--- src/rtl/spi_pkg.sv ---
// Shared types for the SPI master: FSM state encoding, SPI mode encoding and
// the divider-to-half-period helper.
package spi_pkg;

    typedef enum logic [2:0] {
        ST_IDLE  = 3'd0,
        ST_LEAD  = 3'd1,
        ST_XFER  = 3'd2,
        ST_TRAIL = 3'd3,
        ST_GAP   = 3'd4
    } spi_state_e;

    // Encoded as {cpol, cpha}.
    typedef enum logic [1:0] {
        MODE0 = 2'b00,
        MODE1 = 2'b01,
        MODE2 = 2'b10,
        MODE3 = 2'b11
    } spi_mode_e;

    localparam logic [31:0] DIV_MIN = 32'd4;

    // Even divider, never below DIV_MIN, halved into SCLK half-period clocks.
    function automatic logic [31:0] half_period(input logic [31:0] div);
        logic [31:0] d;
        d = {div[31:1], 1'b0};
        if (d < DIV_MIN) begin
            d = DIV_MIN;
        end else begin
            d = d;
        end
        return {1'b0, d[31:1]};
    endfunction

endpackage

--- src/rtl/spi_sclk_gen.sv ---
// SCLK timing: half-period counter that emits leading/trailing edge strobes
// and drives the SCLK level, idling at the supplied polarity.
module spi_sclk_gen #(
    parameter int DIV_W = 16
) (
    input  logic             clk,
    input  logic             sresetn,
    input  logic             active,
    input  logic             edge_en,
    input  logic             cpol,
    input  logic [DIV_W-1:0] half,
    output logic             tick,
    output logic             lead,
    output logic             trail,
    output logic             sclk
);
    logic [DIV_W-1:0] cnt_r;
    logic             sclk_r;

    assign tick  = active && (cnt_r == (half - DIV_W'(1)));
    assign lead  = tick && edge_en && (sclk_r == cpol);
    assign trail = tick && edge_en && (sclk_r != cpol);
    assign sclk  = sclk_r;

    // Half-period counter, restarted every tick and held at zero while idle
    always_ff @(posedge clk or negedge sresetn) begin
        if (!sresetn) begin
            cnt_r <= {DIV_W{1'b0}};
        end else if (!active || tick) begin
            cnt_r <= {DIV_W{1'b0}};
        end else begin
            cnt_r <= cnt_r + DIV_W'(1);
        end
    end

    // SCLK level: follows polarity when idle, toggles on each edge strobe
    always_ff @(posedge clk or negedge sresetn) begin
        if (!sresetn) begin
            sclk_r <= 1'b0;
        end else if (!active) begin
            sclk_r <= cpol;
        end else if (lead || trail) begin
            sclk_r <= ~sclk_r;
        end else begin
            sclk_r <= sclk_r;
        end
    end

endmodule

--- src/rtl/spi_master_ncs.sv ---
// SPI master with runtime mode, bit order, divider and length, and
// NUM_CS one-hot active-low slave selects.
module spi_master_ncs
    import spi_pkg::*;
#(
    parameter int SPI_MAXLEN = 32,
    parameter int NUM_CS     = 4,
    parameter int DIV_W      = 16
) (
    input  logic                        clk,
    input  logic                        sresetn,
    input  logic                        start_cmd,
    output logic                        spi_drv_rdy,
    input  logic [$clog2(SPI_MAXLEN):0] n_clks,
    input  logic [SPI_MAXLEN-1:0]       tx_data,
    output logic [SPI_MAXLEN-1:0]       rx_miso,
    input  logic [DIV_W-1:0]            cfg_div,
    input  logic                        cfg_cpol,
    input  logic                        cfg_cpha,
    input  logic                        cfg_lsb_first,
    input  logic [$clog2(NUM_CS)-1:0]   cs_sel,
    output logic                        SCLK,
    output logic                        MOSI,
    input  logic                        MISO,
    output logic [NUM_CS-1:0]           SS_N
);
    localparam int LEN_W = $clog2(SPI_MAXLEN) + 1;
    localparam int IDX_W = $clog2(SPI_MAXLEN);
    localparam int CNT_W = LEN_W + 1;
    localparam logic [LEN_W-1:0] MAXLEN_L = LEN_W'(SPI_MAXLEN);

    spi_state_e            state_r;
    spi_mode_e             mode_r;
    logic                  rdy_r;
    logic                  lsb_r;
    logic                  mosi_r;
    logic [NUM_CS-1:0]     ss_n_r;
    logic [DIV_W-1:0]      half_r;
    logic [LEN_W-1:0]      len_r;
    logic [LEN_W-1:0]      tx_idx_r;
    logic [LEN_W-1:0]      rx_idx_r;
    logic [CNT_W-1:0]      edge_cnt_r;
    logic [SPI_MAXLEN-1:0] tx_r;
    logic [SPI_MAXLEN-1:0] rx_sh_r;
    logic [SPI_MAXLEN-1:0] rx_r;

    logic             active_s;
    logic             edge_en_s;
    logic             cpol_s;
    logic             tick_s;
    logic             lead_s;
    logic             trail_s;
    logic             accept_s;
    logic             edge_s;
    logic             sample_s;
    logic             shift_s;
    logic             last_edge_s;
    logic [LEN_W-1:0] n_eff_s;
    logic [IDX_W-1:0] tx_pos_s;
    logic [IDX_W-1:0] rx_pos_s;
    logic [IDX_W-1:0] first_pos_s;

    assign n_eff_s     = (n_clks > MAXLEN_L) ? MAXLEN_L : n_clks;
    assign accept_s    = (state_r == ST_IDLE) && rdy_r && start_cmd;
    assign active_s    = (state_r != ST_IDLE);
    assign edge_en_s   = (state_r == ST_LEAD) || (state_r == ST_XFER);
    assign cpol_s      = active_s ? mode_r[1] : cfg_cpol;
    assign edge_s      = lead_s | trail_s;
    assign last_edge_s = (edge_cnt_r == ({len_r, 1'b0} - CNT_W'(1)));
    assign sample_s    = mode_r[0] ? trail_s : lead_s;
    // CPHA=0 launches on trailing edges, but the final trailing edge ends the word.
    assign shift_s     = mode_r[0] ? lead_s : (trail_s && !last_edge_s);

    // Sequence position k maps to bit k (LSB-first) or bit N-1-k (MSB-first).
    assign tx_pos_s    = IDX_W'(lsb_r ? tx_idx_r : (len_r - LEN_W'(1) - tx_idx_r));
    assign rx_pos_s    = IDX_W'(lsb_r ? rx_idx_r : (len_r - LEN_W'(1) - rx_idx_r));
    assign first_pos_s = IDX_W'(cfg_lsb_first ? LEN_W'(0) : (n_eff_s - LEN_W'(1)));

    assign spi_drv_rdy = rdy_r;
    assign SS_N        = ss_n_r;
    assign MOSI        = mosi_r;
    assign rx_miso     = rx_r;

    spi_sclk_gen #(
        .DIV_W (DIV_W)
    ) u_sclk_gen (
        .clk     (clk),
        .sresetn (sresetn),
        .active  (active_s),
        .edge_en (edge_en_s),
        .cpol    (cpol_s),
        .half    (half_r),
        .tick    (tick_s),
        .lead    (lead_s),
        .trail   (trail_s),
        .sclk    (SCLK)
    );

    // Transaction sequencing, ready handshake and slave select
    always_ff @(posedge clk or negedge sresetn) begin
        if (!sresetn) begin
            state_r <= ST_IDLE;
            rdy_r   <= 1'b1;
            ss_n_r  <= {NUM_CS{1'b1}};
        end else begin
            case (state_r)
                ST_IDLE: begin
                    if (!rdy_r) begin
                        rdy_r <= 1'b1;
                    end else if (start_cmd) begin
                        rdy_r <= 1'b0;
                        if (n_eff_s != LEN_W'(0)) begin
                            state_r <= ST_LEAD;
                            ss_n_r  <= ~(NUM_CS'(1) << cs_sel);
                        end
                    end
                end
                ST_LEAD: begin
                    if (tick_s) state_r <= ST_XFER;
                end
                ST_XFER: begin
                    if (tick_s && last_edge_s) state_r <= ST_TRAIL;
                end
                ST_TRAIL: begin
                    if (tick_s) begin
                        ss_n_r  <= {NUM_CS{1'b1}};
                        state_r <= ST_GAP;
                    end
                end
                ST_GAP: begin
                    if (tick_s) begin
                        state_r <= ST_IDLE;
                        rdy_r   <= 1'b1;
                    end
                end
                default: begin
                    state_r <= ST_IDLE;
                    rdy_r   <= 1'b1;
                    ss_n_r  <= {NUM_CS{1'b1}};
                end
            endcase
        end
    end

    // Command latching, MOSI launch and MISO capture
    always_ff @(posedge clk or negedge sresetn) begin
        if (!sresetn) begin
            mode_r     <= MODE0;
            lsb_r      <= 1'b0;
            half_r     <= DIV_W'(2);
            len_r      <= LEN_W'(0);
            tx_r       <= {SPI_MAXLEN{1'b0}};
            rx_sh_r    <= {SPI_MAXLEN{1'b0}};
            rx_r       <= {SPI_MAXLEN{1'b0}};
            tx_idx_r   <= LEN_W'(0);
            rx_idx_r   <= LEN_W'(0);
            edge_cnt_r <= CNT_W'(0);
            mosi_r     <= 1'b0;
        end else begin
            if (accept_s) begin
                mode_r     <= spi_mode_e'({cfg_cpol, cfg_cpha});
                lsb_r      <= cfg_lsb_first;
                half_r     <= DIV_W'(half_period(32'(cfg_div)));
                len_r      <= n_eff_s;
                tx_r       <= tx_data;
                rx_sh_r    <= {SPI_MAXLEN{1'b0}};
                rx_idx_r   <= LEN_W'(0);
                edge_cnt_r <= CNT_W'(0);
                tx_idx_r   <= cfg_cpha ? LEN_W'(0) : LEN_W'(1);
                mosi_r     <= (cfg_cpha || (n_eff_s == LEN_W'(0))) ? 1'b0 : tx_data[first_pos_s];
            end
            if (edge_s) begin
                edge_cnt_r <= edge_cnt_r + CNT_W'(1);
            end
            if (sample_s) begin
                rx_sh_r[rx_pos_s] <= MISO;
                rx_idx_r          <= rx_idx_r + LEN_W'(1);
            end
            if (shift_s) begin
                mosi_r   <= tx_r[tx_pos_s];
                tx_idx_r <= tx_idx_r + LEN_W'(1);
            end
            if ((state_r == ST_TRAIL) && tick_s) begin
                mosi_r <= 1'b0;
            end
            if ((state_r == ST_GAP) && tick_s) begin
                rx_r <= rx_sh_r;
            end
        end
    end

endmodule
--- config.mk ---
export PLATFORM = sky130hd
export DESIGN_NAME = spi_master_ncs
export DESIGN_NICKNAME = d
export VERILOG_FILES = /design/src/rtl/spi_pkg.sv /design/src/rtl/spi_sclk_gen.sv /design/src/rtl/spi_master_ncs.sv
export SDC_FILE = /design/constraint.sdc
export NUM_CORES = 1
export LEC_CHECK = 0
export CORE_MARGIN = 2
export CORE_UTILIZATION = 61
export CTS_CLUSTER_SIZE = 14
export DETAILED_ROUTE_END_ITERATION = 8
export PLACE_DENSITY_LB_ADDON = 0.05
export SLEW_MARGIN = 20
export SYNTH_ARGS = -nofsm -noshare
export SYNTH_HDL_FRONTEND = slang
export SYNTH_SLANG_ARGS = --single-unit
--- constraint.sdc ---
create_clock -name clk -period 9.75 [get_ports clk]
set_input_delay 2.925 -clock clk [delete_from_list [all_inputs] [get_ports clk]]
set_output_delay 2.925 -clock clk [all_outputs]
set_load 0.01 [all_outputs]
After elaboration in Yosys (flattened, before gate mapping):

Index checks and enable logic that the tools add are counted.
W data, S select, Z words.

* div/mod/pow operators: 0
* $mul: 0
* reduce and logical (&&, ||, !) cells: 30
* add/sub/neg operators: 10
* muxes and demuxes: 48
* bitwise operators: 5
* order comparisons: 6
* shift-type cells: 1
* eq/ne operators: 16

Operators with widths (number)
* $mux W32: 2
* $bwmux W32: 1
* $mux W16: 2
* $mux W6: 5
* $mux W3: 7
* $lt A5 B6 Y1 const B: 3
* $add A16 B1 Y16 const B: 1
* $eq A16 B16 Y1: 1
* $lt A16 B3 Y1 const B: 1
* $mux W1: 16
* $mux W4: 4
* $sub A16 B1 Y16 const B: 1
* $mux W5: 3
* $pmux W3 S5: 1
* $mux W7: 2
* $add A6 B1 Y6 const B: 2
* $pmux W4 S3: 1
* $logic_and A1 B1 Y1: 11
* $bmux W1 S5: 2
* $ne A2 B2 Y1 const B: 5
* $sub A5 B1 Y5 const B: 2
* $sub A5 B5 Y5: 2
* $add A7 B1 Y7 const B: 1
* $eq A7 B7 Y1: 1
* 26 further kinds: 39

* input bits: 63
* output and inout bits: 39
* bits in latches: 0
* memories kept: 0
* bits in registers: 166
* RAM bits: 0
* ROM bits: 0
* word-level logic and storage cells: 132

Logic depth before layout (Yosys ltp):

Gate-level depths: netlist of the first run.

* word-level depth: 10
* mapped depth: 15
* mapped depth without buffers: 12

Hierarchy:

A second synthesis of the first run with hierarchy kept.

* cell total of the unflattened synthesis: 977
* area, all modules: 9135.0 um^2

Modules (own cells, without submodules)
* spi_master_ncs: area each 7646.1 um^2, instances 1, cells an instance 799, sequential area each 3661.0 um^2
* spi_sclk_gen: area each 1488.9 um^2, instances 1, cells an instance 178, sequential area each 425.4 um^2

Least setup slack after synthesis of the first run:

OpenSTA, ideal clock, no wires.

* kind: input -> register
* from: input n_clks[5]
* to: register mosi_r, in the netlist MOSI
* setup slack: 4.183 ns
* library setup time: 0.071 ns
* path buffers: 4
* data arrival time: 5.495 ns
* stages: 15
* required time: 9.679 ns
* cells stage by stage: clkbuf_1 nor2b_1 clkbuf_1 inv_1 buf_1 ha_1 nor2_1 clkbuf_1 a31oi_1 a32oi_1 nor3_1 nor4_1 a221oi_1 mux2_4 nor2_1

* cells in the longest elaborated chain, start to end: 10
* elaborated cells on any way between the ends: 12
* classes of those cells: add/sub (1); order compare (1); mux (8); reduce/logical (2)

RTL lines
* from (decl): line spi_master_ncs.sv:14 `input logic [$clog2(SPI_MAXLEN):0] n_clks,`
* $gt A6 B6 Y1: line spi_master_ncs.sv:63 `assign n_eff_s = (n_clks > MAXLEN_L) ? MAXLEN_L : n_clks;`
* $mux W6 *: line spi_master_ncs.sv:63
* $sub A5 B1 Y5: line spi_master_ncs.sv:77 `assign first_pos_s = IDX_W'(cfg_lsb_first ? LEN_W'(0) : (n_eff_s - LEN_W'(1)));`
* $mux W5: line spi_master_ncs.sv:77
* $bmux W1 S5: line spi_master_ncs.sv:170 `mosi_r <= (cfg_cpha || (n_eff_s == LEN_W'(0))) ? 1'b0 : tx_data[first_pos_s];`
* $mux W1 (implied by the code): line spi_master_ncs.sv:170
* $mux W1 *: line spi_master_ncs.sv:170
* $mux W1 *: line spi_master_ncs.sv:160 `if (accept_s) begin`
* $mux W1 *: line spi_master_ncs.sv:179 `if (shift_s) begin`
* $mux W1 *: line spi_master_ncs.sv:183 `if ((state_r == ST_TRAIL) && tick_s) begin`
* to (signal assigned): line spi_master_ncs.sv:170
* to (signal assigned): line spi_master_ncs.sv:180 `mosi_r <= tx_r[tx_pos_s];`
* to (decl): line spi_master_ncs.sv:36 `logic mosi_r;`

Every way passes the cells marked *; elsewhere a longest branch is shown, timed or not. The select of a mux whose other input is x is not followed.
A chain may end at the register's enable or synchronous reset.

Worst setup path after layout of the first run:

Ends and elaborated chain as after synthesis.

==> run_results.csv, run 1 <==
group,metric,value,unit
timing,fmax,0.1455,GHz
clock_network,clk_pin_slew,60,ps
finish,syn_to_final_growth,17.18,%
yosys,synth-async-reset-ratio,100.0,%
setup_path,required,10110,ps
worst_hold_path,hp-class,"register to register",
drt,post_drt_wl_per_cell,16.32,µm
timing,slew_viol_final,0,
yosys,ys_warn_count,0,
placement,dp_hpwl,13910,µm
die,dieArea,15810,µm²
drt,ant_nets,0,
clock_network,htreeDepth,4,
global_route,grt_max_degree,103,
timing,hold_ws,473.8,ps
setup_path,cpMaxStageDelayCell,"nor2b_1",
global_route,grt_pass1_wl,34110,µm
finish,diodes,0,
die,initial_core_util,62.44,%
setup_path,cp.arrival,7230,ps
die,dieHeight,125.7,µm
global_route,grtUsageMet1,37.35,%
die,core_area,14480,µm²
setup_path,r2r_slack,5680,ps
yosys,yosys-top-cells-area,"dfrtp_1, nand2_1, mux2_4",
yosys,synth_edf_count,0,
setup_path,cp-start-kind,"input port",
setup_path,worstPathBufferInverterCount,2,
finish,multi_input_area,4559,µm²
drt,drtIter0Drc,609,
global_route,overflow,0,
placement,post-place-ws,2645,ps
yosys,syn-cell-area,9040,µm²
timing,fin_ws,2879,ps
placement,io_buffers,100,
yosys,yosys.area.top_type_share,43.46,%
clock_network,cts.path.max_buffers,2,
finish,drive_gt1_share,8.444,%
global_route,first_global_vias,6851,
run,cap_violations,0,
setup_path,regToRegStartpoint,"half_r[5]",
timing,fin_setup_tns,0,ps
drt,vias,7260,
timing,rsz0062_at_grt,"false",
yosys,synth_flop_cell,"dfrtp_1",
yosys,synth_cells,977,
timing,period_share,70.47,%
timing,fin_skew,7.956,ps
setup_path,crit_path_end,"MOSI",
setup_path,worstSetupPathType,"input port to register",
setup_path,path_cells,"clkdlybuf4s50_1, nor2b_1, inv_1, ha_1, nor2_1, a211o_1, a32oi_1, a2111oi_0, a221oi_1, mux2_4, nor2_1",
global_route,grt_use_met3,5.692,%
yosys,synth_cell_type_count,69,
yosys,synth_top_cell_by_area,"dfrtp_1",
finish,final_area,10590,µm²
global_route,grt_use_total,26.45,%
clock_network,cts_tree,"built",
timing,setup_viol,0,
finish,fill_cells,1098,
clock_network,cts-resized-gates,0,
clock_network,cts_buffers,17,
global_route,grt_antenna_before_repair,0,
global_route,grt_use_met2,41.81,%
setup_path,worstSetupPathDepth,11,
status,status,"completed",
power_and_ir_drop,vdd_drop_max,0.0001672,V
setup_path,cpPeakStageDelay,870,ps
timing,slew_headroom,31.31,%
setup_path,crit_top_cell,"nor2_1",
yosys,synth_fp_nets,1058,
clock_network,cts-hold-fix-buffers,0,
yosys,syn_area_per_cell,9.253,µm²
drt,drc,0,
power_and_ir_drop,total_power,2.784,mW
setup_path,critPathTopFamily,"simple AND/OR/NAND/NOR gates",
die,rows,44,
setup_path,reg2reg_depth,8,
setup_path,endpoint_kind,"register",
clock_network,cts_root_buffer,"clkbuf_16",
timing,finalHoldViolations,0,
timing,min_period,6871,ps
drt,dr.pass1.iters,5,
setup_path,r2r-end,"rx_sh_r[24]",
power_and_ir_drop,power_leakage,4.777,nW
finish,register_area,4086,µm²
clock_network,insertion_delay,430,ps
setup_path,startpoint,"n_clks[5]",
yosys,ys_seq_elements,163,
power_and_ir_drop,cellPowerDensity,262.8,nW/µm²
finish,final_nets,1122,
setup_path,cp_max_fo,17,
drt,wirelength,20200,µm
die,die_x,125.7,µm
timing,worst-slew-pin-transition,1028,ps
yosys,ys_seq_area_share,45.20,%
clock_network,post_cts_buffers,0,
die,io_pins,102,
drt,via_per_inst,5.864,
placement,dpl_cell_area,10000,µm²
clock_network,numClockSinks,163,
placement,gp_congestion,0.9101,
global_route,top_usage_layer,"met2",
[cell usage after synthesis, types with 3 or more instances]
master    count
nand2_1     224
dfrtp_1     157
nand3_1      64
nor2_1       57
clkbuf_1     45
o21ai_0      44
mux2_4       31
inv_1        29
xor2_1       29
xnor2_1      25
o31ai_1      24
o211ai_1     22
mux2i_1      20
nor3_1       17
ha_1         16
nor2b_1      13
nand2b_1     12
nor4_1       11
a21oi_1      10
and3_1        9
nand4_1       8
a31oi_1       7
a32oi_1       7
dfstp_2       6
a211oi_1      4
and2_1        4
or2_2         4
or3_1         4
a211o_1       3
a311oi_1      3
a32o_1        3
buf_1         3
buf_12        3
buf_6         3
mux2_2        3
nand3b_1      3
nor2_2        3
nor3b_1       3
o32ai_1       3
or2_1         3
[worst min path at each step]
stage | cells past startpoint | slack (ps) | startpoint | to
3_3_place_gp | 2 | 450 | tx_r[12] | tx_r[12]
4_1_cts | 2 | 470 | tx_r[0] | tx_r[0]
2_1_floorplan | 2 | 440 | tx_r[0] | tx_r[0]
3_5_place_dp | 2 | 460 | tx_r[12] | tx_r[12]
5_1_grt | 2 | 500 | tx_r[13] | tx_r[13]
6_report | 2 | 470 | tx_r[12] | tx_r[12]
[layout make-up]
cell class	instances	area share, %
clock buffers	25	4.867
clock inverters	7	0.6733
inverters	30	1.063
multi-input cells	727	43.04
flip-flops and latches	163	38.58
well taps	184	2.173
repair buffers	102	9.603
[worst register-to-register path, stage by stage (launching register included)]
cell and delay, ps:
dfrtp_1 450, nor4_1 770, a32o_1 310, o2111ai_1 150, nor4_1 650, nand4_1 680
or2_1 560, o211ai_1 240, o31ai_1 110
[power by group]
group          total (mW)  switching (mW)  internal [mW]
Clock               0.658           0.266          0.392
Sequential           1.05           0.195          0.853
Combinational        1.08           0.618          0.459
[metal layers]
layer	vias to the layer above	wire length [µm]
met3	28	1168
li1	3514	-
met5	-	0
met4	0	326
met2	252	9631
met1	3466	9078
[kinds of logic after synthesis]
family | count (synthesis) | share of synthesized area, %
and+or+nand+nor | 445 | 22.20
adders and majority gates | 18 | 2.657
xor gates and xnor gates | 55 | 5.481
buffers and inverters | 87 | 4.553
AOI/OAI and AO/OA | 155 | 12.17
DFF | 163 | 45.20
muxes | 54 | 7.737
[flip-flops by register name, indices dropped and copies added, names as in the netlist, 6 cells and up]
register / flops
edge_cnt_r: 7
half_r: 15
len_r: 6
rx_miso: 32
rx_sh_r: 32
tx_r: 32
u_sclk_gen.cnt_r: 16
[placed cells by master (no fill, tap or decap), types with 4 or more instances in the layout]
cell and n:
a211oi_1 4, a21oi_1 10, a31oi_1 7, a32oi_1 7, and2_1 4, and3_1 8, clkbuf_16 17, clkbuf_8 6
clkdlybuf4s50_1 99, dfrtp_1 157, dfstp_2 6, ha_1 16, inv_1 29, mux2_4 31, mux2i_1 20, nand2_1 224
nand2b_1 12, nand3_1 63, nand4_1 8, nor2_1 57, nor2b_1 13, nor3_1 17, nor4_1 11, o211ai_1 22
o21ai_0 44, o31ai_1 24, or2_2 4, or3_1 4, xnor2_1 25, xor2_1 29
[stage by stage]
step	util, %	cells
after floorplan	-	977
after global routing	73.16	1238
final	73.16	1238
after CTS	73.13	1238
after detailed placement	69.08	1206
after global placement	69.08	1206
No activity file was read; power rests on OpenSTA's default activity.
==> run 2, diff against run 1 <==
--- a/config.mk
+++ b/config.mk
@@ -6,7 +6,7 @@
 export NUM_CORES = 1
 export LEC_CHECK = 0
 export CORE_MARGIN = 2
-export CORE_UTILIZATION = 61
+export CORE_UTILIZATION = 51
 export CTS_CLUSTER_SIZE = 14
 export DETAILED_ROUTE_END_ITERATION = 8
 export PLACE_DENSITY_LB_ADDON = 0.05
==> constraint.sdc (replaced) <==
create_clock -name clk -period 5.9 [get_ports clk]
set_input_delay 1.77 -clock clk [delete_from_list [all_inputs] [get_ports clk]]
set_output_delay 1.77 -clock clk [all_outputs]
set_load 0.01 [all_outputs]
==> run_results.csv, run 2 (synthesis results as in run 1) <==
group,metric,value,unit
clock_network,clk_pin_slew,60,ps
power_and_ir_drop,power_leakage,4.804,nW
setup_path,critPathTopFamily,"simple AND/OR/NAND/NOR gates",
setup_path,regToRegStartpoint,"half_r[0]",
global_route,grt_antenna_before_repair,0,
timing,fmax,0.2155,GHz
timing,setup_viol,0,
drt,dr.pass1.iters,5,
die,initial_core_util,52.26,%
placement,io_buffers,100,
global_route,grt_max_degree,88,
die,io_pins,102,
setup_path,reg2reg_depth,10,
setup_path,worstSetupPathDepth,12,
clock_network,cts_root_buffer,"clkbuf_16",
setup_path,crit_top_cell,"nor2_1",
setup_path,cpMaxStageDelayCell,"nor2_1",
clock_network,cts-hold-fix-buffers,0,
drt,post_drt_wl_per_cell,15.98,µm
finish,register_area,4086,µm²
die,core_area,17300,µm²
setup_path,cpPeakStageDelay,690,ps
timing,slew_headroom,37.52,%
timing,fin_skew,12.71,ps
clock_network,cts_tree,"built",
timing,fin_setup_tns,0,ps
drt,ant_nets,0,
finish,diodes,0,
setup_path,cp-start-kind,"input port",
drt,wirelength,20510,µm
drt,vias,7090,
setup_path,worstSetupPathType,"input port to register",
global_route,first_global_vias,6594,
clock_network,cts.path.max_buffers,2,
finish,mostFrequentLayoutCells,"nand2_1, dfrtp_1, clkdlybuf4s50_1",
placement,dp_hpwl,14640,µm
setup_path,path_cells,"clkdlybuf4s50_1, nor2b_1, buf_4, inv_1, ha_1, nor2_1, a211o_1, a32oi_1, a2111oi_0, a221oi_1, mux2_4, nor2_1",
finish,fill_cells,1542,
setup_path,r2r_slack,1890,ps
die,die_x,137.1,µm
clock_network,cts_buffers,17,
finish,drive_gt1_share,8.979,%
setup_path,worstPathBufferInverterCount,3,
global_route,grt_use_total,22.80,%
drt,drc,0,
status,status,"completed",
clock_network,htreeDepth,4,
finish,mostFrequentLayoutCell,"nand2_1",
drt,via_per_inst,5.526,
finish,final_util,61.58,%
clock_network,numClockSinks,163,
global_route,grt_pass1_wl,33860,µm
die,dieArea,18810,µm²
timing,slew_viol_final,0,
drt,drtIter0Drc,603,
timing,rsz0062_at_grt,"false",
setup_path,startpoint,"n_clks[5]",
finish,syn_to_final_growth,17.83,%
timing,min_period,4641,ps
setup_path,required,6250,ps
die,rows,48,
power_and_ir_drop,vdd_drop_max,0.0002717,V
setup_path,cp.arrival,5000,ps
power_and_ir_drop,cellPowerDensity,430.7,nW/µm²
clock_network,cts-resized-gates,0,
timing,finalHoldViolations,0,
run,cap_violations,0,
timing,worst-slew-pin-transition,935.3,ps
setup_path,r2r-end,"rx_sh_r[26]",
global_route,overflow,0,
finish,multi_input_area,4556,µm²
worst_hold_path,hp-class,"register to register",
finish,final_nets,1126,
clock_network,insertion_delay,430,ps
setup_path,endpoint_kind,"register",
timing,period_share,78.67,%
clock_network,post_cts_buffers,0,
die,dieHeight,137.1,µm
placement,gp_congestion,0.8869,
setup_path,cp_max_fo,16,
setup_path,crit_path_end,"MOSI",
-- run 2: power breakdown --
part / total (mW) / leakage, nW / internal [mW] / switching (mW)
Clock: 1.08 / 0.287 / 0.592 / 0.485
Combinational: 1.78 / 2.37 / 0.761 / 1.02
Sequential: 1.73 / 2.14 / 1.41 / 0.325
-- run 2: how the worst min path moves through the flow --
stage,from,slack (ps),cells after the start,endpoint
after floorplan,tx_r[0],440,2,tx_r[0]
after global placement,tx_r[4],450,2,tx_r[4]
after detailed placement,tx_r[4],460,2,tx_r[4]
after CTS,tx_r[4],480,2,tx_r[4]
after global routing,tx_r[29],500,2,tx_r[29]
final,tx_r[8],470,2,tx_r[8]
-- run 2: area by class of cell --
cell class	instances	share of cell area [%]
clock buffer	17	3.994
clock inverter	15	1.339
inverter	30	1.057
tap	225	2.643
sequential	163	38.36
multi-input combinational	727	42.77
timing repair buffer	106	9.832
-- run 2: worst min-delay path, cell delays in order (launching register included) --
cell and delay (ps):
dfrtp_1 340, nand2_1 50, nand2_1 60
-- run 2: through the flow --
step | worst slack, ps | cell area [µm²] | power [mW] | hold slack, ps | cells
3_5_place_dp | 885.9 | 10080 | 3.517 | 458.6 | 1251
5_1_grt | 957.8 | 10650 | 4.941 | 499.4 | 1283
3_3_place_gp | 928.7 | 10080 | 3.483 | 453.8 | 1251
6_report | 1259 | 10650 | 4.587 | 471.6 | 1283
2_1_floorplan | 1488 | 9040 | 3.029 | 439.3 | 977
4_1_cts | 1319 | 10650 | 4.606 | 475.3 | 1283
-- run 2: routing by layer --
metal	vias up	wire, µm	GRT usage, %
li1	3524	-	-
met1	3355	9987	33.49
met2	182	9289	34.36
met3	29	813	3.519
met4	0	416	7.732
met5	-	0	0
